**src/rtl/hazard_pkg.sv**
```systemverilog
// Shared types and constants for the pipeline hazard controller.
// Latency: n/a (types and constants only).
// Backpressure: n/a.
package hazard_pkg;

   // ALU operand source select, as driven onto ForwardAE / ForwardBE
   typedef enum logic [1:0] {
      FWD_NONE = 2'b00,
      FWD_WB   = 2'b01,
      FWD_MEM  = 2'b10
   } fwd_sel_t;

   // Memory-sequencing state of the controller
   typedef enum logic [1:0] {
      RUN      = 2'b00,
      MEM_WAIT = 2'b01,
      ERROR    = 2'b10
   } hz_state_t;

   // ResultSrcE encoding that marks a load in Execute
   localparam logic [1:0] RESULT_SRC_LOAD = 2'b01;

endpackage

```
**src/rtl/forward_unit.sv**
```systemverilog
// Selects the ALU operand sources in Execute from the in-flight writers in Memory and Writeback.
// Latency: purely combinational, zero cycles.
// Backpressure: none; outputs follow the register indices directly.
module forward_unit
   import hazard_pkg::*;
#(
   parameter int ADDR_WIDTH = 5
) (
   input  logic [ADDR_WIDTH-1:0] Rs1E,
   input  logic [ADDR_WIDTH-1:0] Rs2E,
   input  logic [ADDR_WIDTH-1:0] RdM,
   input  logic [ADDR_WIDTH-1:0] RdW,
   input  logic                  RegWriteM,
   input  logic                  RegWriteW,
   output fwd_sel_t              fwd_a,
   output fwd_sel_t              fwd_b
);

   // x0 is never a real producer, so a zero destination never forwards.
   // The Memory-stage writer is younger, so it overrides Writeback.
   function automatic fwd_sel_t pick(input logic [ADDR_WIDTH-1:0] rs);
      fwd_sel_t sel;
      sel = FWD_NONE;
      if (RegWriteM && (RdM != '0) && (RdM == rs)) begin
         sel = FWD_MEM;
      end else if (RegWriteW && (RdW != '0) && (RdW == rs)) begin
         sel = FWD_WB;
      end
      return sel;
   endfunction

   // Resolve both operands with the same priority rule
   always_comb begin
      fwd_a = pick(Rs1E);
      fwd_b = pick(Rs2E);
   end

endmodule

```
**src/rtl/pipeline_hazard_controller.sv**
```systemverilog
// Stall/flush/forward controller for the 5-stage pipeline with a data-memory wait FSM and perf counters.
// Latency: hazard inputs reach stall/flush/forward outputs in zero cycles; counters and mem_error update on the next edge.
// Backpressure: a data access not acked freezes F/D/E/M and bubbles W until mem_ack, or forever after a timeout.
module pipeline_hazard_controller
   import hazard_pkg::*;
#(
   parameter int ADDR_WIDTH = 5,
   parameter int TIMEOUT    = 255,
   parameter int CNT_WIDTH  = 32
) (
   input  logic                  clk,
   input  logic                  rst,
   input  logic [ADDR_WIDTH-1:0] Rs1D,
   input  logic [ADDR_WIDTH-1:0] Rs2D,
   input  logic [ADDR_WIDTH-1:0] Rs1E,
   input  logic [ADDR_WIDTH-1:0] Rs2E,
   input  logic [ADDR_WIDTH-1:0] RdE,
   input  logic [ADDR_WIDTH-1:0] RdM,
   input  logic [ADDR_WIDTH-1:0] RdW,
   input  logic                  RegWriteM,
   input  logic                  RegWriteW,
   input  logic [1:0]            ResultSrcE,
   input  logic                  PCSrcE,
   input  logic                  MemAccessM,
   input  logic                  mem_ack,
   output logic                  mem_req,
   output logic [1:0]            ForwardAE,
   output logic [1:0]            ForwardBE,
   output logic                  StallF,
   output logic                  StallD,
   output logic                  StallE,
   output logic                  StallM,
   output logic                  FlushD,
   output logic                  FlushE,
   output logic                  FlushW,
   output logic                  mem_error,
   output logic [CNT_WIDTH-1:0]  stall_cycles,
   output logic [CNT_WIDTH-1:0]  flush_count
);

   // The wait counter only has to hold 0..TIMEOUT-1: the TIMEOUT-th
   // un-acked wait cycle is recognised by the counter sitting at its last value.
   localparam int             WCW       = (TIMEOUT < 2) ? 1 : $clog2(TIMEOUT);
   localparam logic [WCW-1:0] WAIT_LAST = WCW'(TIMEOUT - 1);

   hz_state_t      state;
   hz_state_t      state_nxt;
   logic [WCW-1:0] wait_cnt;
   logic           req_fsm;
   logic           mem_stall;
   logic           lw_stall;
   fwd_sel_t       fwd_a;
   fwd_sel_t       fwd_b;

   forward_unit #(
      .ADDR_WIDTH (ADDR_WIDTH)
   ) u_forward_unit (
      .Rs1E      (Rs1E),
      .Rs2E      (Rs2E),
      .RdM       (RdM),
      .RdW       (RdW),
      .RegWriteM (RegWriteM),
      .RegWriteW (RegWriteW),
      .fwd_a     (fwd_a),
      .fwd_b     (fwd_b)
   );

   // Load in Execute whose destination is read by the instruction in Decode
   assign lw_stall = (ResultSrcE == RESULT_SRC_LOAD) && (RdE != '0) &&
                     ((RdE == Rs1D) || (RdE == Rs2D));

   // FSM state register
   always_ff @(posedge clk or posedge rst) begin
      if (rst) begin
         state <= RUN;
      end else begin
         state <= state_nxt;
      end
   end

   // Wait-cycle counter: cleared outside MEM_WAIT, counts each un-acked wait cycle
   always_ff @(posedge clk or posedge rst) begin
      if (rst) begin
         wait_cnt <= '0;
      end else if (state != MEM_WAIT) begin
         wait_cnt <= '0;
      end else if (wait_cnt != WAIT_LAST) begin
         wait_cnt <= wait_cnt + 1'b1;
      end
   end

   // Next-state logic; an ack arriving on the last allowed wait cycle still completes
   always_comb begin
      state_nxt = state;
      case (state)
         RUN: begin
            if (MemAccessM && !mem_ack) begin
               state_nxt = MEM_WAIT;
            end
         end
         MEM_WAIT: begin
            if (mem_ack) begin
               state_nxt = RUN;
            end else if (wait_cnt == WAIT_LAST) begin
               state_nxt = ERROR;
            end
         end
         ERROR: begin
            state_nxt = ERROR;
         end
         default: begin
            state_nxt = RUN;
         end
      endcase
   end

   // FSM outputs: memory request and the pipeline-freeze condition
   always_comb begin
      req_fsm   = 1'b0;
      mem_stall = 1'b0;
      case (state)
         RUN: begin
            req_fsm   = MemAccessM;
            mem_stall = MemAccessM && !mem_ack;
         end
         MEM_WAIT: begin
            req_fsm   = 1'b1;
            mem_stall = !mem_ack;
         end
         ERROR: begin
            req_fsm   = 1'b0;
            mem_stall = 1'b1;
         end
         default: begin
            req_fsm   = 1'b0;
            mem_stall = 1'b0;
         end
      endcase
   end

   assign mem_error = (state == ERROR);
   assign mem_req   = req_fsm && !rst;
   assign ForwardAE = rst ? FWD_NONE : fwd_a;
   assign ForwardBE = rst ? FWD_NONE : fwd_b;

   // Stall/flush priority: reset forcing, then memory freeze, then branch over load-use.
   // While frozen, Execute holds its instruction, so a pending branch or load-use
   // simply re-evaluates once the access completes.
   always_comb begin
      StallF = 1'b0;
      StallD = 1'b0;
      StallE = 1'b0;
      StallM = 1'b0;
      FlushD = 1'b0;
      FlushE = 1'b0;
      FlushW = 1'b0;
      if (rst) begin
         FlushD = 1'b1;
         FlushE = 1'b1;
         FlushW = 1'b1;
      end else if (mem_stall) begin
         StallF = 1'b1;
         StallD = 1'b1;
         StallE = 1'b1;
         StallM = 1'b1;
         FlushW = 1'b1;
      end else begin
         StallF = lw_stall && !PCSrcE;
         StallD = lw_stall && !PCSrcE;
         FlushD = PCSrcE;
         FlushE = lw_stall || PCSrcE;
      end
   end

   // Saturating count of fetch-stall cycles
   always_ff @(posedge clk or posedge rst) begin
      if (rst) begin
         stall_cycles <= '0;
      end else if (StallF && !(&stall_cycles)) begin
         stall_cycles <= stall_cycles + 1'b1;
      end
   end

   // Saturating count of taken-branch flushes that actually reached Decode
   always_ff @(posedge clk or posedge rst) begin
      if (rst) begin
         flush_count <= '0;
      end else if (FlushD && !(&flush_count)) begin
         flush_count <= flush_count + 1'b1;
      end
   end

endmodule

```
**config.mk**
```make
export PLATFORM = sky130hd
export DESIGN_NAME = pipeline_hazard_controller
export DESIGN_NICKNAME = d
export VERILOG_FILES = /design/src/rtl/hazard_pkg.sv /design/src/rtl/forward_unit.sv /design/src/rtl/pipeline_hazard_controller.sv
export SDC_FILE = /design/constraint.sdc
export NUM_CORES = 1
export LEC_CHECK = 0
export ABC_AREA = 1
export CAP_MARGIN = 0
export CORE_MARGIN = 10
export CORE_UTILIZATION = 50
export CTS_CLUSTER_SIZE = 28
export DETAILED_ROUTE_END_ITERATION = 8
export PLACE_DENSITY = 0.8
export SLEW_MARGIN = 20
export SYNTH_ARGS = -nofsm -noshare
export SYNTH_HDL_FRONTEND = slang
export SYNTH_SLANG_ARGS = --single-unit
```
**constraint.sdc**
```tcl
create_clock -name clk -period 3.5 [get_ports clk]
set_input_delay 0.525 -clock clk [delete_from_list [all_inputs] [get_ports clk]]
set_output_delay 0.525 -clock clk [all_outputs]
set_load 0.05 [all_outputs]
```
==> summary.md <==
| Metric | Value |
|---|---|
| # DRC | 0 |
| Crit path cell chain | clkdlybuf4s50_1 > xor2_1 > nor4_1 > nand3_1 > nor2_1 > clkdlybuf4s50_1 |
| # nets final | 933 |
| Port buffer count | 120 |
| Maxcap violations | 0 |
| Crit share post-route | 0.8794 |
| Top cell type's share of synthesized area | 0.3504 |
| Biggest cell delay along the critical path | 0.82 ns |
| Post-synth cell types | 35 |
| Setup Buffers After CTS | 0 |
| Layer with the highest usage | met2 |
| Fin Setup TNS | 0 ns |
| Full die area | 15080 um2 |
| Fmax | 324.9 MHz |
| Mapped Area | 5285 um2 |
| CP Max Fanout | 4 |
| Post-route antenna net violation count | 0 |
| Met3 global-route usage | 0.02938 |
| Fraction of layout cells with a size suffix above 1 | 0.06067 |
| Layout area overhead | 27.98% |
| Drt pass-1 iters | 6 |
| Synth Register Bits | 74 |
| Critical path endpoint category | primary output |
| CTS max path bufs | 2 |
| Clock transition at the registers of the reported paths | 0.07 ns |
| RSZ-0062 raised after global routing | no |
| Vias | 5198 |
| Gr usage total | 0.1952 |
| R2R setup slack | 1.05 ns |
| Skew final | 0.01549 ns |
| Number of synthesized flops with an enable pin | 0 |
| Wire length of the first global-routing pass | 23890 um |
| Count leader, synth | nand2_1 |
| Starting Density | 0.5119 |
| Post_cts resized | 0 |
| Ys Warns | 0 |
| DRT Wirelength | 14820 um |
| Vias per inst | 5.066 |
| Worst min path class | reg -> reg |
| Required @ worst endpoint | 2.97 ns |
| Final Hold Vio Count | 0 |
| Run status | completed |
| VDD IR max | 318.6 uV |
| Worst-Margin Slew | 0.8740 ns |
| Ys async rst share | 1.000 |
| Synth Net Count | 817 |
| Fin. max-slew vios | 0 |
| Pwr Density | 382.2 nW/um2 |
| Final Wtd Congestion | 0.9465 |
| Latest clock arrival within the worst-skew pair | 0.36 ns |
| Synth Area per Inst | 6.873 um2 |
| WL/cell | 14.44 um |
| Pin count of the biggest net entering global routing | 70 |
| Core ar. | 10320 um2 |
| Cell area after layout | 6764 um2 |
| Vias in the first global route | 4845 |
| Met2 usage | 0.3320 |
| Min cycle time layout | 3.078 ns |
| CP Launch Type | input port |
| Filler cells | 911 |
| Initial antenna violation count | 0 |
| N_diodes | 0 |
| Top cells by count, synth | nand2_1, nor2_1, dfrtp_1, inv_1, nand3_1 |
| Gate Count Post-Synth | 769 |
| Reg2reg start | flush_count[0] |
| CTS tree | done |
| Worst setup startpoint | RdW[3] |
| CTS Sinks | 74 |
| Top-Level Pins | 121 |
| Max-slew headroom | 0.4173 |
| Cts hold-fix bufs | 0 |
| DIE WIDTH | 122.8 um |
| CP bufs+invs | 2 |
| Setup-failing EPs final | 0 |
| Detailed-placement wirelength estimate | 11150 um |
| Leak Pwr | 3.105 nW |
| Synth Flop Type | dfrtp_1 |
| DR iter-0 viols | 434 |
| Total gr overflow | 0 |
| M1 GR Usage | 0.2496 |
| Die Height | 122.8 um |
| H-tree Lvls | 3 |
| Data arrival, critical path | 2.55 ns |
| Clock Root Buffer | clkbuf_8 |
| Placed Area | 6546 um2 |
| Post-synthesis sequential area ratio | 0.3504 |
| Hold Startpoint | wait_cnt[6] |
| Most frequent CP cell | clkdlybuf4s50_1 |
| CTS Buf Count | 9 |
| Top cells by area, synth | dfrtp_1, nand2_1, xor2_1 |
| Std-Cell Rows | 37 |
| Critical path type | in -> out |
| Area leader, netlist | dfrtp_1 |
| Slowest cell on the critical path | clkdlybuf4s50_1 |
| CP top delay family | buffers and inverters |
-- flip-flops by register name, summed over array words and instances (netlist names) --
name	cells
wait_cnt	8
state	2
flush_count	32
stall_cycles	32
-- layer usage --
metal | part of all wire | vias to the layer above | routed length (um)
met4 | 0.015 | 0 | 228
met3 | 0.046 | 17 | 683
met5 | 0 | - | 0
li1 | - | 2650 | -
met2 | 0.49 | 130 | 7230
met1 | 0.45 | 2401 | 6674
-- final timing paths --
kind                               endpoint  cells past startpoint
setup / recovery               ForwardAE[0]                      6
min in group asynchronous          state[1]                      2
hold reg to reg                 wait_cnt[6]                      1
hold / removal                  wait_cnt[6]                      1
setup reg to reg            flush_count[23]                     10
max in group asynchronous  stall_cycles[21]                      3
-- stage by stage --
| step | hold slack, ns | setup WS (ns) | util | instances | total power [mW] |
|---|---|---|---|---|---|
| after floorplan | 0.4597 | 0.5576 | - | 769 | 1.561 |
| after global placement | 0.4835 | 0.4675 | 0.6341 | 1010 | 1.836 |
| after detailed placement | 0.4914 | 0.4377 | 0.6341 | 1010 | 1.845 |
| after CTS | 0.5017 | 0.4377 | 0.6552 | 1026 | 2.599 |
| after global routing | 0.5463 | 0.3049 | 0.6552 | 1026 | 2.700 |
| final | 0.4987 | 0.4220 | 0.6552 | 1026 | 2.585 |
-- logic make-up (layout without fill, tap and decap cells) --
kind of cell,Yosys count,after routing,share of synthesized area
fa+ha+maj,4,4,0.009470
flops,74,74,0.3504
xor+xnor,62,62,0.1027
buf+inv,90,211,0.08097
simple gates,502,502,0.4150
compound gates,37,37,0.04143
-- power breakdown --
| part | switching (mW) | internal (mW) |
|---|---|---|
| combinational | 0.511 | 0.282 |
| clock | 0.359 | 0.400 |
| sequential | 0.110 | 0.924 |
| total | 0.979 | 1.61 |
-- layout make-up --
cell class | instances | area, um2 | area share
Multi-Input combinational cell | 605 | 3005 | 0.4443
Clock buffer | 9 | 123.9 | 0.01831
Tap cell | 136 | 170.2 | 0.02516
Inverter | 73 | 277.8 | 0.04107
Sequential cell | 74 | 1852 | 0.2738
Timing Repair Buffer | 122 | 1241 | 0.1835
Clock inverter | 7 | 93.84 | 0.01387
-- cell usage in the layout, fill, tap and decap left out, types with 2 or more instances in the layout --
master           instances
nand2_2                  3
clkinv_2                 2
inv_2                    2
nand3b_2                 2
nor4_1                   3
bufinv_16                2
o21ai_0                 13
and3_1                   2
nand4_1                 10
clkdlybuf4s50_1        115
nor2_2                   4
nor2_4                   4
nand2_1                283
a21oi_1                 10
inv_1                   70
buf_12                   3
ha_1                     4
nor3_1                  17
o21ai_2                  5
nand2_4                  3
buf_4                    4
clkbuf_8                 9
nand3b_1                10
nand3_1                 66
clkinvlp_4               3
or2_2                    3
xnor2_1                 22
dfrtp_1                 74
o21ai_1                  4
xor2_1                  40
nor2_1                  88
(Power assumes the default switching activity.)
